==> config.mk <==
export PLATFORM = sky130hd
export DESIGN_NAME = if_scratchpad_flat
export DESIGN_NICKNAME = d
export VERILOG_FILES = /design/src/rtl/if_scratchpad_pkg.sv /design/src/rtl/if_scratchpad_if.sv /design/src/rtl/if_scratchpad_regfile.sv /design/src/rtl/if_scratchpad.sv /design/src/flat_wrapper.sv
export SDC_FILE = /design/constraint.sdc
export NUM_CORES = 1
export LEC_CHECK = 0
export BUFFER_PORTS_ARGS = -buffer_cell sky130_fd_sc_hd__buf_2
export CORE_ASPECT_RATIO = 0.7
export CORE_MARGIN = 5
export CORE_UTILIZATION = 60
export DETAILED_ROUTE_END_ITERATION = 16
export PLACE_DENSITY = 0.79
export RECOVER_POWER = 100
export SYNTH_ARGS = -nofsm -noshare
export SYNTH_HDL_FRONTEND = slang
export SYNTH_SLANG_ARGS = --single-unit
==> constraint.sdc <==
create_clock -name clk -period 10.1 [get_ports clk]
set_clock_uncertainty 0.1 [all_clocks]
set_input_delay 0.505 -clock clk [delete_from_list [all_inputs] [get_ports clk]]
set_output_delay 0.505 -clock clk [all_outputs]
set_load 0.005 [all_outputs]
==> src/rtl/if_scratchpad_pkg.sv <==
// Shared types and default widths for the IF scratchpad slice.
package if_pkg;

  typedef enum logic [0:0] {
    IF_FILL  = 1'b0,
    IF_READY = 1'b1
  } if_state_t;

  localparam int IF_DATA_WIDTH    = 16;
  localparam int IF_POINTER_SIZE  = 4;
  localparam int IF_ROW_CNT_SIZE  = 16;

endpackage

==> src/rtl/if_scratchpad_if.sv <==
// Bundle of the element write stream, row read port and row release handshake.
// master = producer/consumer side, slave = scratchpad side.
interface if_scratchpad_if #(
  parameter int DATA_WIDTH   = 16,
  parameter int POINTER_SIZE = 4,
  parameter int ROW_CNT_SIZE = 16
);

  logic [POINTER_SIZE:0]   row_len;
  logic                    in_valid;
  logic [DATA_WIDTH-1:0]   in_data;
  logic                    in_ready;
  logic [POINTER_SIZE-1:0] rd_ptr;
  logic [DATA_WIDTH-1:0]   rd_data;
  logic                    row_valid;
  logic                    row_done;
  logic [ROW_CNT_SIZE-1:0] rows_completed;

  modport master (
    output row_len, in_valid, in_data, rd_ptr, row_done,
    input  in_ready, rd_data, row_valid, rows_completed
  );

  modport slave (
    input  row_len, in_valid, in_data, rd_ptr, row_done,
    output in_ready, rd_data, row_valid, rows_completed
  );

endinterface

==> src/rtl/if_scratchpad_regfile.sv <==
// Row storage: one synchronous write port, one combinational read port, no reset.
module if_regfile #(
  parameter int DATA_WIDTH = 16,
  parameter int ADDR_WIDTH = 4
) (
  input  logic                  clk,
  input  logic                  we,
  input  logic [ADDR_WIDTH-1:0] waddr,
  input  logic [DATA_WIDTH-1:0] wdata,
  input  logic [ADDR_WIDTH-1:0] raddr,
  output logic [DATA_WIDTH-1:0] rdata
);

  logic [DATA_WIDTH-1:0] mem [2**ADDR_WIDTH];

  // Write accepted elements; contents survive reset on purpose.
  always_ff @(posedge clk) begin
    if (we) mem[waddr] <= wdata;
  end

  assign rdata = mem[raddr];

endmodule

==> src/rtl/if_scratchpad.sv <==
// Input-feature row scratchpad: fills one row, holds it readable until released.
// Optional feature: define IF_SCRATCHPAD_OOB_CHECK_EN to add the sticky rd_oob flag.
//
// state    | meaning
// IF_FILL  | accepting elements of the next row
// IF_READY | complete row held, reads valid, waiting for row_done
module if_scratchpad
  import if_pkg::*;
#(
  parameter int DATA_WIDTH   = IF_DATA_WIDTH,
  parameter int POINTER_SIZE = IF_POINTER_SIZE,
  parameter int ROW_CNT_SIZE = IF_ROW_CNT_SIZE
) (
  input  logic         clk,
  input  logic         rst,
  if_scratchpad_if.slave bus
`ifdef IF_SCRATCHPAD_OOB_CHECK_EN
  ,
  output logic         rd_oob
`endif
);

  if_state_t               state;
  logic [POINTER_SIZE-1:0] wr_cnt;
  logic [POINTER_SIZE:0]   len_q;
  logic [POINTER_SIZE:0]   eff_len;
  logic                    row_valid_q;
  logic [ROW_CNT_SIZE-1:0] rows_q;
  logic                    wr_en;
  logic                    last_wr;
  logic [DATA_WIDTH-1:0]   mem_rdata;

  // The first element of a row is governed by the live row_len; later ones by the latched copy.
  assign eff_len       = (wr_cnt == '0) ? bus.row_len : len_q;
  assign bus.in_ready  = (state == IF_FILL) && (eff_len != '0);
  assign wr_en         = bus.in_valid && bus.in_ready;
  assign last_wr       = ({1'b0, wr_cnt} == (eff_len - (POINTER_SIZE+1)'(1)));

  assign bus.row_valid      = row_valid_q;
  assign bus.rows_completed = rows_q;
  assign bus.rd_data        = row_valid_q ? mem_rdata : '0;

  if_regfile #(
    .DATA_WIDTH (DATA_WIDTH),
    .ADDR_WIDTH (POINTER_SIZE)
  ) u_regfile (
    .clk   (clk),
    .we    (wr_en),
    .waddr (wr_cnt),
    .wdata (bus.in_data),
    .raddr (bus.rd_ptr),
    .rdata (mem_rdata)
  );

  // Row sequencing: count writes in FILL, wait for release in READY.
  always_ff @(posedge clk or posedge rst) begin
    if (rst) begin
      state       <= IF_FILL;
      wr_cnt      <= '0;
      len_q       <= '0;
      row_valid_q <= 1'b0;
      rows_q      <= '0;
    end else begin
      case (state)
        IF_FILL: begin
          if (wr_en) begin
            if (wr_cnt == '0) len_q <= bus.row_len;
            if (last_wr) begin
              wr_cnt      <= '0;
              state       <= IF_READY;
              row_valid_q <= 1'b1;
            end else begin
              wr_cnt <= wr_cnt + POINTER_SIZE'(1);
            end
          end
        end
        IF_READY: begin
          if (bus.row_done) begin
            state       <= IF_FILL;
            row_valid_q <= 1'b0;
            rows_q      <= rows_q + ROW_CNT_SIZE'(1);
          end
        end
        default: state <= IF_FILL;
      endcase
    end
  end

`ifdef IF_SCRATCHPAD_OOB_CHECK_EN
  // Sticky flag for reads beyond the held row length.
  always_ff @(posedge clk or posedge rst) begin
    if (rst) begin
      rd_oob <= 1'b0;
    end else if (row_valid_q && ({1'b0, bus.rd_ptr} >= len_q)) begin
      rd_oob <= 1'b1;
    end
  end
`endif

endmodule

==> src/flat_wrapper.sv <==
// flat-port wrapper written by rule: the top's interface ports become plain ports
module if_scratchpad_flat import if_pkg::*;
#(
  parameter int DATA_WIDTH   = IF_DATA_WIDTH,
  parameter int POINTER_SIZE = IF_POINTER_SIZE,
  parameter int ROW_CNT_SIZE = IF_ROW_CNT_SIZE
)
  (clk, rst, bus_row_len, bus_in_valid, bus_in_data, bus_rd_ptr, bus_row_done, bus_in_ready, bus_rd_data, bus_row_valid, bus_rows_completed);
  if_scratchpad_if #(.DATA_WIDTH(DATA_WIDTH), .POINTER_SIZE(POINTER_SIZE), .ROW_CNT_SIZE(ROW_CNT_SIZE)) bus_i ();
  input  logic clk;
  input  logic rst;
  input wire logic [$bits(bus_i.row_len)-1:0] bus_row_len;
  input wire logic [$bits(bus_i.in_valid)-1:0] bus_in_valid;
  input wire logic [$bits(bus_i.in_data)-1:0] bus_in_data;
  input wire logic [$bits(bus_i.rd_ptr)-1:0] bus_rd_ptr;
  input wire logic [$bits(bus_i.row_done)-1:0] bus_row_done;
  output wire logic [$bits(bus_i.in_ready)-1:0] bus_in_ready;
  output wire logic [$bits(bus_i.rd_data)-1:0] bus_rd_data;
  output wire logic [$bits(bus_i.row_valid)-1:0] bus_row_valid;
  output wire logic [$bits(bus_i.rows_completed)-1:0] bus_rows_completed;
  assign bus_i.row_len = bus_row_len;
  assign bus_i.in_valid = bus_in_valid;
  assign bus_i.in_data = bus_in_data;
  assign bus_i.rd_ptr = bus_rd_ptr;
  assign bus_i.row_done = bus_row_done;
  assign bus_in_ready = bus_i.in_ready;
  assign bus_rd_data = bus_i.rd_data;
  assign bus_row_valid = bus_i.row_valid;
  assign bus_rows_completed = bus_i.rows_completed;
  if_scratchpad #(.DATA_WIDTH(DATA_WIDTH), .POINTER_SIZE(POINTER_SIZE), .ROW_CNT_SIZE(ROW_CNT_SIZE)) u_core (.clk(clk), .rst(rst), .bus(bus_i));
endmodule
; Word level (Yosys, flattened, before mapping)
; Memories as Yosys holds them, arrays and structs flattened.
; Cells that the tools add are included.
[totals]
n_memories = 1
elab_cells = 34
out_inout_bits = 34
register_bits = 27
ramBits = 256
input_bits = 29
[classes]
n_eq_ne = 4
addsub = 3
n_bitwise = 1
reduce_logical = 7
n_mux = 13
[mem_list]
columns = memory, depth, word_bits, read_ports, rd_ports_with_merged_regs, write_ports, line_no
row1 = u_core.u_regfile.mem, 16, 16, 1, 0, 1, if_scratchpad_regfile.sv:14  ; logic [DATA_WIDTH-1:0] mem [2**ADDR_WIDTH];
[op_table]
columns = cell, n
row1 = "adder 16 x 1 -> 16 bit, second input constant", 1
row2 = 2-to-1 mux 16 bit, 1
row3 = 2-to-1 mux 1 bit, 8
row4 = equality test 4 x 5 -> 1 bit, 1
row5 = 2-to-1 mux 5 bit, 1
row6 = nonzero test 5 bit, 1
row7 = "subtractor 5 x 1 -> 5 bit, second input constant", 1
row8 = "adder 4 x 1 -> 4 bit, second input constant", 1
row9 = zero test 4 bit, 1
row10 = 2-to-1 mux 4 bit, 1
row11 = "inequality test 2 bit, second input constant", 2
row12 = case mux 1 bit (2 select lines), 2
row13 = AND reduction 2 bit, 2
row14 = AND reduction 3 bit, 1
row15 = logical AND 1 bit, 2
row16 = "inequality test 2 x 1 -> 1 bit, second input constant", 1
row17 = NOT 1 bit, 1

; Longest topological paths before layout
; Gate-level depths: netlist of run 1.
[depth]
depth_word = 7
mapped_depth = 12
mapped_depth_nobuf = 11

; Cells and area by module
; From an unflattened synthesis of run 1, not the netlist that was laid out.
[unflattened]
hier_cells = 568
hier_area_um2 = 11305.8
[by_module_without_submodules]
columns = mod, instances, area_per_inst_um2, seq_area_each_um2, cells_per_inst
row1 = if_regfile, 1, 9723.1, 7687.4, 416
row2 = if_scratchpad, 1, 1582.8, 675.6, 152

; Least setup slack after synthesis of run 1
; OpenSTA, ideal clock, no wires.
[synth_path]
kind = register to register
startpoint = register u_core.wr_cnt[0]
endpoint = memory u_core.u_regfile.mem[8][0], enable pin
path_slack_ps = 5946
setup_ps = 409
t_required_ps = 9591
synth_period_minus_slack_ps = 4154
path_buffers = 1
arrival_ps = 3645
stages_incl_launch_ff = 11
cell_sequence = dfrtp_1 -> inv_1 -> ha_1 -> nor3b_4 -> mux2i_1 -> ha_1 -> nor3b_1 -> mux2_2 -> a211o_2 -> clkbuf_1 -> nor3_1
[synth_between]
elab_chain_cells = 7
[synth_rtl]
columns = item, line_no
row1 = start: declaration, if_scratchpad.sv:24  ; logic [POINTER_SIZE-1:0] wr_cnt;
row2 = start signal: assignment, if_scratchpad.sv:73  ; wr_cnt <= wr_cnt + POINTER_SIZE'(1);
row3 = zero test 4 bit, if_scratchpad.sv:34  ; assign eff_len = (wr_cnt == '0) ? bus.row_len : len_q;
row4 = 2-to-1 mux 5 bit, if_scratchpad.sv:34
row5 = nonzero test 5 bit, if_scratchpad.sv:35  ; assign bus.in_ready = (state == IF_FILL) && (eff_len != '0);
row6 = logical AND 1 bit, if_scratchpad.sv:35
row7 = logical AND 1 bit, if_scratchpad.sv:36  ; assign wr_en = bus.in_valid && bus.in_ready;
row8 = 2-to-1 mux 1 bit, if_scratchpad_regfile.sv:18  ; if (we) mem[waddr] <= wdata;
row9 = 2-to-1 mux 1 bit (not written as such), if_scratchpad_regfile.sv:18
row10 = end: declaration, if_scratchpad_regfile.sv:14
; Parallel ways exist; a longest one is shown, timed or not.

; Worst setup path after layout of run 1
[layout_path]
startpoint = register u_core.wr_cnt[0]
endpoint = memory u_core.u_regfile.mem[8][11], enable pin
; Same word-level chain as after synthesis.

==> results of run 1 <==
## cells by family (layout without fill, tap and decap cells)
family | after synthesis | count (layout)
AO/OA/AOI/OAI | 14 | 14
XOR/XNOR | 19 | 19
adder cells (fa/ha/maj) | 6 | 6
buffers and inverters | 30 | 119
flip-flops | 283 | 283
multiplexers | 89 | 89
AND/OR/NAND/NOR | 90 | 90
## routing by layer
layer	routed length [microns]	vias up	part of all wire, %
met1	10100	2898	40
li1	-	2308	-
met4	498	0	2.0
met2	11900	279	47
met5	0	-	0
met3	2680	38	11
## per-stage QoR
stage / instance area, sq um / power, uW / std cells / hold slack, ns / util, %
final: 12600 / 2380 / 856 / 0.0964 / 69.1
after global placement: 11800 / 1390 / 809 / 0.354 / 64.7
after CTS: 12700 / 2400 / 856 / 0.0723 / 69.5
after floorplan: 11300 / 1350 / 531 / 0.349 / -
after detailed placement: 11800 / 1400 / 809 / 0.366 / 64.7
after global routing: 12600 / 2450 / 856 / 0.0826 / 69.1
## critical path, cell delays in order (launching register included)
cell and delay (ns):
dfrtp_1 0.44, inv_1 0.16, ha_1 0.29, nor3b_1 0.83, mux2i_1 0.29, ha_1 0.32, nor3b_1 0.16, mux2_1 0.35
a211o_1 0.49, nor3_1 0.97, clkbuf_1 0.47
## synth_stat cells
library cell / instances / area share, %
nand3b_1: 1 / 0.067
nor3b_4: 1 / 0.17
and3_1: 7 / 0.39
nor3b_1: 2 / 0.13
buf_1: 2 / 0.067
and3_4: 2 / 0.20
nand4_1: 3 / 0.17
buf_2: 8 / 0.36
nand3_1: 10 / 0.44
or2b_1: 2 / 0.13
and4bb_2: 1 / 0.11
inv_1: 7 / 0.23
xor2_1: 10 / 0.78
a21oi_2: 1 / 0.078
mux2i_1: 5 / 0.44
nand2_2: 1 / 0.056
o22ai_1: 1 / 0.056
clkbuf_1: 12 / 0.40
mux2_2: 2 / 0.20
and2_2: 2 / 0.13
nor3_1: 6 / 0.27
xnor2_1: 9 / 0.70
a31oi_1: 1 / 0.056
mux4_2: 80 / 16
nor4b_1: 1 / 0.078
nor2_1: 7 / 0.23
a211oi_1: 2 / 0.13
buf_6: 1 / 0.10
edfxtp_1: 256 / 68
nand2_1: 15 / 0.50
ha_1: 6 / 0.67
nor2b_1: 2 / 0.11
a211o_2: 1 / 0.089
dfrtp_1: 27 / 6.0
and2_1: 27 / 1.5
o21ai_0: 8 / 0.36
mux2_4: 2 / 0.27
## worst max path at each step
stage                                       from                               endpoint  depth (start not counted)
floorplan           u_core.wr_cnt[0]$_DFFE_PP0P_   u_core.u_regfile.mem[8][0]$_DFFE_PP_                         10
global placement    u_core.wr_cnt[0]$_DFFE_PP0P_   u_core.u_regfile.mem[1][5]$_DFFE_PP_                         10
detailed placement  u_core.wr_cnt[0]$_DFFE_PP0P_   u_core.u_regfile.mem[1][7]$_DFFE_PP_                         10
CTS                 u_core.wr_cnt[0]$_DFFE_PP0P_  u_core.u_regfile.mem[9][12]$_DFFE_PP_                         10
global route                       bus_rd_ptr[0]                        bus_rd_data[14]                          6
finish              u_core.wr_cnt[0]$_DFFE_PP0P_  u_core.u_regfile.mem[8][11]$_DFFE_PP_                         10
## where the power goes
group,internal [uW],switching (uW),total [uW]
clock,598,412,1010
combinational,37.2,55.6,92.8
sequential,1280,1.21,1280
total,1910,469,2380
## final cells by class
| class | instances | area [sq um] | area share (%) |
|---|---|---|---|
| Inverter | 7 | 26.3 | 0.209 |
| Multi-Input combinational cell | 218 | 2730 | 21.7 |
| Tap cell | 236 | 295 | 2.35 |
| Timing Repair Buffer | 65 | 294 | 2.34 |
| Sequential cell | 283 | 8360 | 66.5 |
| Clock inverter | 13 | 165 | 1.31 |
| Clock buffer | 34 | 712 | 5.66 |
## sequential cells by signal, summed over array words and instances, names as in the netlist
name	flops
u_core.bus.row_valid	1
u_core.state	1
u_core.len_q	5
u_core.wr_cnt	4
u_core.u_regfile.mem	256
u_core.bus.rows_completed	16
==> flow_summary.ini, run 1 <==
[timing]
fin_crit_ns = 5.24
setup_viol = 0
rsz0062_at_grt = false
fin_tns_setup_ns = 0
final_hold_viol_count = 0
slew_headroom_pct = -76.1
setup_slack_ns = 4.86
tightestPinTransition_ns = 2.64
layout_worst_path_cycle_share_pct = 51.9
slew_violations = 33
fmax_mhz = 191

[routing]
ant_nets = 0
vias_per_cell = 6.45
wl_per_cell_microns = 29.5
dr.first_iter.drc_count = 687
drc = 0
vias = 5523
drt_pass1_iterations = 5
routed_wl_mm = 25.3

[yosys]
ys_warn_count = 0
ys_types = 37
synth_compound_area_share_pct = 0.767
ys_seq_area_share_pct = 74.3
synth_seq_cells = 283
syn_area_sq_um = 11300
muxShareOfSynthArea_pct = 16.9
synthCells = 531
synthAdderAreaFrac_pct = 0.667
syn-num-nets = 566
synth_top_family_by_area = multiplexers
avgSynthCellArea_sq_um = 21.2
synth_xor_area_share_pct = 1.48
synth-simple-area-share_pct = 4.69

[placement]
place_congestion = 0.812
place_hpwl_mm = 15.6
dp_slack_ns = 5.94
io_buffers = 62

[worst_hold_path]
whs_path_depth = 2
hold_class = in -> reg
hp-start = bus_row_done
hold_end = u_core.state$_DFF_PP0_

[setup_path]
worstReg2RegEnd = u_core.u_regfile.mem[8][11]$_DFFE_PP_
r2r_cells = 10
r2r-start = u_core.wr_cnt[0]$_DFFE_PP0P_
rrSetupSlack_ns = 4.86
arrival_ns = 5.30
end_kind = flop
worst_setup_path_start_kind = flop
crit_required_ns = 10.16
critPathMaxFanout = 13
path_class = reg -> reg

[global_routing]
overflow = 0
grt_usage_pct = 23.6
top_usage_layer = met2
grt_pass1_vias = 5647
use_met2_pct = 36.1
use_met3_pct = 6.83
use_met1_pct = 34.9
grt_max_degree = 65
antenna_found_initial = 1
grt_pass1_wl_mm = 37.2

[finish]
layout_commonest_cell = edfxtp_1
fillers = 1122
area_growth_pct = 11.8
diodes = 0
layout-drive-gt1-share_pct = 25.5
fin_nets = 636
final_cell_mix = edfxtp_1 (256), mux4_2 (80), clkbuf_1 (35)

[clock_network]
clk_pin_slew_ns = 0.06
cts_sinks = 283
cts_resized = 0
post-cts-setup-buffers = 0
cts_made_buffers = 26
cts_hold_buf = 0
clockRootBuffer = clkbuf_16
cts-htree-levels = 1
clk-insertion-delay-late_ns = 0.52
cts_tree = built
cts_buffer_depth = 3

[die]
rows = 41
core_area_sq_um = 18200
die_area_sq_um = 21600
die_h_microns = 125
dieWidth_microns = 174
ios = 63
start_util_pct = 61.8

[outcome]
violations = capacitance limit, slew limit
outcome = complete, but fails checks

[flow_run]
cap_viol_max_count = 1

[power]
p_per_area_nw_per_um2 = 189
cellLeakagePower_uw = 0.00424
ir_worst_vdd_uv = 153
Note: power is estimated with default switching activity, not from simulation.
==> run 2: changes to the inputs <==
--- a/config.mk
+++ b/config.mk
@@ -8,9 +8,9 @@
 export BUFFER_PORTS_ARGS = -buffer_cell sky130_fd_sc_hd__buf_2
 export CORE_ASPECT_RATIO = 0.7
 export CORE_MARGIN = 5
-export CORE_UTILIZATION = 60
+export CORE_UTILIZATION = 55
 export DETAILED_ROUTE_END_ITERATION = 16
-export PLACE_DENSITY = 0.79
+export PLACE_DENSITY = 0.76
 export RECOVER_POWER = 100
 export SYNTH_ARGS = -nofsm -noshare
 export SYNTH_HDL_FRONTEND = slang
==> constraint.sdc (replaced) <==
create_clock -name clk -period 4.6 [get_ports clk]
set_clock_uncertainty 0.1 [all_clocks]
set_input_delay 0.23 -clock clk [delete_from_list [all_inputs] [get_ports clk]]
set_output_delay 0.23 -clock clk [all_outputs]
set_load 0.005 [all_outputs]
==> run 2 against run 1 <==
Effect of this change: sequential power grew 120%; critical endpoint is now u_core.u_regfile.mem[9][2]$_DFFE_PP_; clock power increased by 120%; global-route usage fell by 2.2 points; the flow now finishes without violations; wire length decreased by 3.1%; largest power group unchanged; sequential share of layout area down 0.98 points; count of clock-buffer cells in the layout fell by 1; via count down 1.1%.
==> flow_summary.ini, run 2 (synthesized netlist as in run 1, its figures left out) <==
[routing]
routed_wl_mm = 24.5
vias = 5462
vias_per_cell = 6.02
drc = 0
drt_pass1_iterations = 5
wl_per_cell_microns = 27.0
ant_nets = 0
dr.first_iter.drc_count = 622

[finish]
largest_reg_flops = 256
area_growth_pct = 13.5
fin_nets = 653
fin_cells = 908
fin_area_sq_um = 12800
layout-drive-gt1-share_pct = 27.4
diodes = 0
seqCellArea_sq_um = 8360
multiInputGateArea_sq_um = 2750
fillers = 1325
regMostFlops = u_core.u_regfile.mem
layout_commonest_cell = edfxtp_1
final_cell_mix = edfxtp_1 (256), mux4_2 (80), buf_2 (35)

[setup_path]
r2r-start = u_core.wr_cnt[0]$_DFFE_PP0P_
rrSetupSlack_ns = 0.42
critPathSlowestCell = a211o_1
worst_setup_path_start_kind = flop
crit_path_cell_trace = inv_1 -> ha_1 -> nor3b_4 -> mux2i_1 -> ha_1 -> nor3b_1 -> mux2_1 -> a211o_1 -> nor2_1 -> and3_1 -> clkbuf_2
worstReg2RegEnd = u_core.u_regfile.mem[9][2]$_DFFE_PP_
worst-path-buf-inv = 2
arrival_ns = 4.25
r2r_cells = 11
crit_required_ns = 4.66
crit_family = simple AND/OR/NAND/NOR gates
cpMostUsedCell = ha_1
path_class = reg -> reg
end_kind = flop
crit_path_max_incr_delay_ns = 0.47
critPathMaxFanout = 16
startpoint = u_core.wr_cnt[0]$_DFFE_PP0P_

[clock_network]
clk-insertion-delay-late_ns = 0.52
cts_resized = 0
cts_sinks = 283
cts_buffer_depth = 3
cts_made_buffers = 26
clockRootBuffer = clkbuf_16
cts_tree = built
cts-htree-levels = 1
clk_pin_slew_ns = 0.07

[flow_run]
cap_viol_max_count = 0

[global_routing]
grt_pass1_wl_mm = 36.4
grt_usage_pct = 21.4
grt_pass1_vias = 5529
grt_max_degree = 34
antenna_found_initial = 3
overflow = 0

[timing]
tightestPinTransition_ns = 1.19
slew_headroom_pct = 20.4
fin_tns_setup_ns = 0
slew_violations = 0
layout_worst_path_cycle_share_pct = 90.9
whs_ns = 0.0827
rsz0062_at_grt = false
final_hold_viol_count = 0
setup_viol = 0
fmax_mhz = 239
fin_crit_ns = 4.18

[die]
core_area_sq_um = 20000
ios = 63
start_util_pct = 56.4
die_h_microns = 130
dieWidth_microns = 181
die_area_sq_um = 23500
rows = 43

[power]
ir_worst_vdd_uv = 307
p_per_area_nw_per_um2 = 406
cellLeakagePower_uw = 0.00433
fin_total_pwr_uw = 5190

[worst_hold_path]
whs_path_depth = 3
hp-start = bus_row_len[0]
hold_class = in -> reg
hold_end = u_core.len_q[0]$_DFFE_PP0P_

[placement]
place_inst = 855
place_congestion = 0.812
place_hpwl_mm = 15.7
io_buffers = 62
placed_area_sq_um = 11900

[outcome]
outcome = finished clean
==> run 2: cell types whose count changed in the layout (fill, tap and decap cells not counted), sizes merged <==
cell | before | now
clkbuf | 63 | 68
dlygate4sd3 | 0 | 5
clkinv | 9 | 11
buf | 36 | 42
==> run 2: metal layers <==
| layer | global-route usage, % | vias up | share of wire (%) |
|---|---|---|---|
| met5 | 0 | - | 0.082 |
| met3 | 7.18 | 46 | 11 |
| met4 | 4.98 | 2 | 2.4 |
| met1 | 31.3 | 2807 | 42 |
| li1 | - | 2337 | - |
| met2 | 32.1 | 270 | 45 |
==> run 2: area by class of cell <==
class	instances	area share, %
tap	270	2.64
inverter	7	0.206
clock inverter	15	1.32
sequential	283	65.5
clock buffer	33	5.47
multi-input combinational	218	21.5
timing repair buffer	82	3.38
==> run 2: timing repair <==
item | 4_1_cts | 5_1_grt
setup endpoints to repair | 0 | 0
hold endpoints to repair | 32 | 0
hold buffers | 5 | 0
setup buffers | 0 | 0
==> run 2: power by group <==
part           internal, uW  switching (uW)
sequential             2800            2.62
clock                  1300             880
combinational          84.0             122
total                  4180            1000
==> run 2: how the worst max path moves through the flow <==
| stage | end | slack [ns] | cells past startpoint |
|---|---|---|---|
| 2_1_floorplan | u_core.u_regfile.mem[8][0]$_DFFE_PP_ | 0.45 | 10 |
| 3_3_place_gp | u_core.u_regfile.mem[0][6]$_DFFE_PP_ | 0.81 | 11 |
| 3_5_place_dp | u_core.u_regfile.mem[0][6]$_DFFE_PP_ | 0.61 | 11 |
| 4_1_cts | u_core.u_regfile.mem[0][1]$_DFFE_PP_ | 0.58 | 11 |
| 5_1_grt | u_core.u_regfile.mem[9][14]$_DFFE_PP_ | 0.16 | 11 |
| 6_report | u_core.u_regfile.mem[9][2]$_DFFE_PP_ | 0.42 | 11 |
==> run 2: metrics by stage <==
step / setup WS (ns) / utilization, %
finish: 0.418 / 64.0
global route: 0.162 / 64.0
CTS: 0.579 / 64.4
detailed placement: 0.607 / 59.8
global placement: 0.814 / 59.8
floorplan: 0.446 / -
==> run 2: worst reg2reg max path, delay by kind of cell (launching register included) <==
family	cells	cell delay (ns)
buffers and inverters	2	0.58
adders and majority gates	2	0.63
AOI/OAI and AO/OA	1	0.47
and+or+nand+nor	4	1.04
DFF	1	0.45
muxes	2	0.55
==> run 3: changes to the inputs <==
--- a/config.mk
+++ b/config.mk
@@ -6,11 +6,10 @@
 export NUM_CORES = 1
 export LEC_CHECK = 0
 export BUFFER_PORTS_ARGS = -buffer_cell sky130_fd_sc_hd__buf_2
-export CORE_ASPECT_RATIO = 0.7
 export CORE_MARGIN = 5
-export CORE_UTILIZATION = 55
+export CORE_UTILIZATION = 60
 export DETAILED_ROUTE_END_ITERATION = 16
-export PLACE_DENSITY = 0.76
+export PLACE_DENSITY = 0.79
 export RECOVER_POWER = 100
 export SYNTH_ARGS = -nofsm -noshare
 export SYNTH_HDL_FRONTEND = slang
==> constraint.sdc (replaced) <==
create_clock -name clk -period 3.91 [get_ports clk]
set_clock_uncertainty 0.1 [all_clocks]
set_input_delay 0.1955 -clock clk [delete_from_list [all_inputs] [get_ports clk]]
set_output_delay 0.1955 -clock clk [all_outputs]
set_load 0.005 [all_outputs]
==> run 3 against run 2 <==
Effect of this change: fmax grew 12%; final cell count shrank 1.2%; sequential cell count is the same; utilization grew 6.2 points; critical path type unchanged; largest cell class unchanged; highest routed layer is now met4.
==> flow_summary.ini, run 3 (synthesized netlist as in run 1, its figures left out) <==
[finish]
fin_cells = 897
layout_commonest_cell = edfxtp_1
fin_util_pct = 70.2
largest_reg_flops = 256
fin_nets = 676
regMostFlops = u_core.u_regfile.mem
diodes = 0
area_growth_pct = 15.9
final_cell_mix = edfxtp_1 (256), mux4_2 (80), clkbuf_1 (38)
layout-drive-gt1-share_pct = 26.7

[setup_path]
worstSetupEndpoint = u_core.u_regfile.mem[14][6]$_DFFE_PP_
r2r-start = u_core.wr_cnt[0]$_DFFE_PP0P_
path_class = reg -> reg
cp.depth = 12
crit_path_cell_trace = inv_1 -> ha_1 -> nor3b_4 -> mux2i_1 -> ha_1 -> nor3b_1 -> mux2_2 -> a21oi_2 -> and2_1 -> and3_1 -> and2_1 -> buf_2
worstReg2RegEnd = u_core.u_regfile.mem[14][6]$_DFFE_PP_
startpoint = u_core.wr_cnt[0]$_DFFE_PP0P_
critPathSlowestCell = dfrtp_1
worst_setup_path_start_kind = flop
crit_family = simple AND/OR/NAND/NOR gates
critPathMaxFanout = 16
arrival_ns = 3.81
worst-path-buf-inv = 2
end_kind = flop
crit_required_ns = 4.00
r2r_cells = 12
rrSetupSlack_ns = 0.18
crit_path_max_incr_delay_ns = 0.44

[placement]
place_congestion = 0.841
io_buffers = 62
dp_slack_ns = 0.186
place_hpwl_mm = 15.5
place_inst = 824

[timing]
fin_crit_ns = 3.73
slew_headroom_pct = 31.7
tightestPinTransition_ns = 1.02
slew_violations = 0
final_hold_viol_count = 0
setup_slack_ns = 0.184
fin_tns_setup_ns = 0
fmax_mhz = 268
rsz0062_at_grt = false
setup_viol = 0
layout_worst_path_cycle_share_pct = 95.3

[power]
fin_total_pwr_uw = 6390
p_per_area_nw_per_um2 = 490
p_clk_share_pct = 44.4
p_int_uw = 5150
cellLeakagePower_uw = 0.00444
swShare_pct = 19.3
switching_power_uw = 1230
p_seq_share_pct = 51.7
ir_worst_vdd_uv = 346
comb_power_share_pct = 3.8

[global_routing]
antenna_found_initial = 0
overflow = 0
grt_pass1_vias = 6025
grt_pass1_wl_mm = 36.8
grt_usage_pct = 22.9
grt_max_degree = 30

[die]
rows = 50
core_area_sq_um = 18600
start_util_pct = 60.6
die_area_sq_um = 21600
ios = 63
dieWidth_microns = 147
die_h_microns = 147

[clock_network]
cts_tree = built
clockRootBuffer = clkbuf_16
cts-htree-levels = 1
cts_buffer_depth = 3
clk_pin_slew_ns = 0.06
post-cts-setup-buffers = 0
cts_made_buffers = 28
cts_sinks = 283
clk-insertion-delay-late_ns = 0.54

[routing]
drc = 0
routed_wl_mm = 24.1
dr.first_iter.drc_count = 568
wl_per_cell_microns = 26.9
ant_nets = 0
vias_per_cell = 6.23
drt_pass1_iterations = 5
vias = 5586

[flow_run]
cap_viol_max_count = 0

[worst_hold_path]
hp-start = bus_row_len[4]
hold_class = in -> reg

[outcome]
outcome = finished clean
[run 3: changes by cell type in the layout (fill, tap and decap cells not counted), sizes merged]
cell / previous run / this run
buf: 42 / 41
bufinv: 4 / 6
clkbuf: 68 / 74
clkinv: 11 / 12
dlygate4sd3: 5 / 21
inv: 7 / 8
[run 3: worst min-delay path: stages]
cell     delay [ns]
buf_2          0.08
mux2i_1        0.14
o21ai_0        0.20
[run 3: final cells by class]
type	instances	area (sq um)
clock buffer	33	741
clock inverter	19	243
fill	1084	5540
inverter	7	26.3
multi-input combinational	218	2760
sequential	283	8360
tap	234	293
timing repair buffer	103	618
[run 3: timing repair]
| item | CTS | global route |
|---|---|---|
| setup endpoints to repair | 0 | 0 |
| hold buffers | 21 | 0 |
| endpoints found under the hold margin | 253 | 0 |
| gates resized for setup | 0 | 0 |
[run 3: metrics by stage]
stage | area (sq um) | hold WS [ns]
2_1_floorplan | 11300 | 0.148
3_3_place_gp | 11900 | 0.314
3_5_place_dp | 11900 | 0.321
4_1_cts | 13100 | 0.0146
5_1_grt | 13000 | 0.0536
6_report | 13000 | 0.0337
[run 3: how the worst min path moves through the flow]
stage / endpoint / slack, ns / cells after the start
floorplan: u_core.bus.row_valid$_DFFE_PP0P_ / 0.15 / 1
CTS: u_core.len_q[4]$_DFFE_PP0P_ / 0.01 / 3
global placement: u_core.state$_DFF_PP0_ / 0.31 / 2
finish: u_core.len_q[4]$_DFFE_PP0P_ / 0.03 / 3
global route: u_core.len_q[0]$_DFFE_PP0P_ / 0.05 / 3
detailed placement: u_core.state$_DFF_PP0_ / 0.32 / 2
[run 3: routing by layer]
metal | up-vias | track usage (%) | wire [microns]
met5 | - | 0 | 0
met2 | 255 | 39.5 | 12700
met4 | 0 | 5.82 | 505
met1 | 2911 | 31.0 | 9180
met3 | 30 | 3.70 | 1760
li1 | 2390 | - | -
[run 3: power groups by stage]
| stage | clock (uW) | combinational, uW | sequential [uW] |
|---|---|---|---|
| final | 2840 | 245 | 3300 |
| after global placement | 0 | 227 | 3370 |
| after global routing | 3020 | 263 | 3300 |
| after CTS | 2870 | 255 | 3300 |
| after detailed placement | 0 | 237 | 3370 |
| after floorplan | 0 | 130 | 3370 |
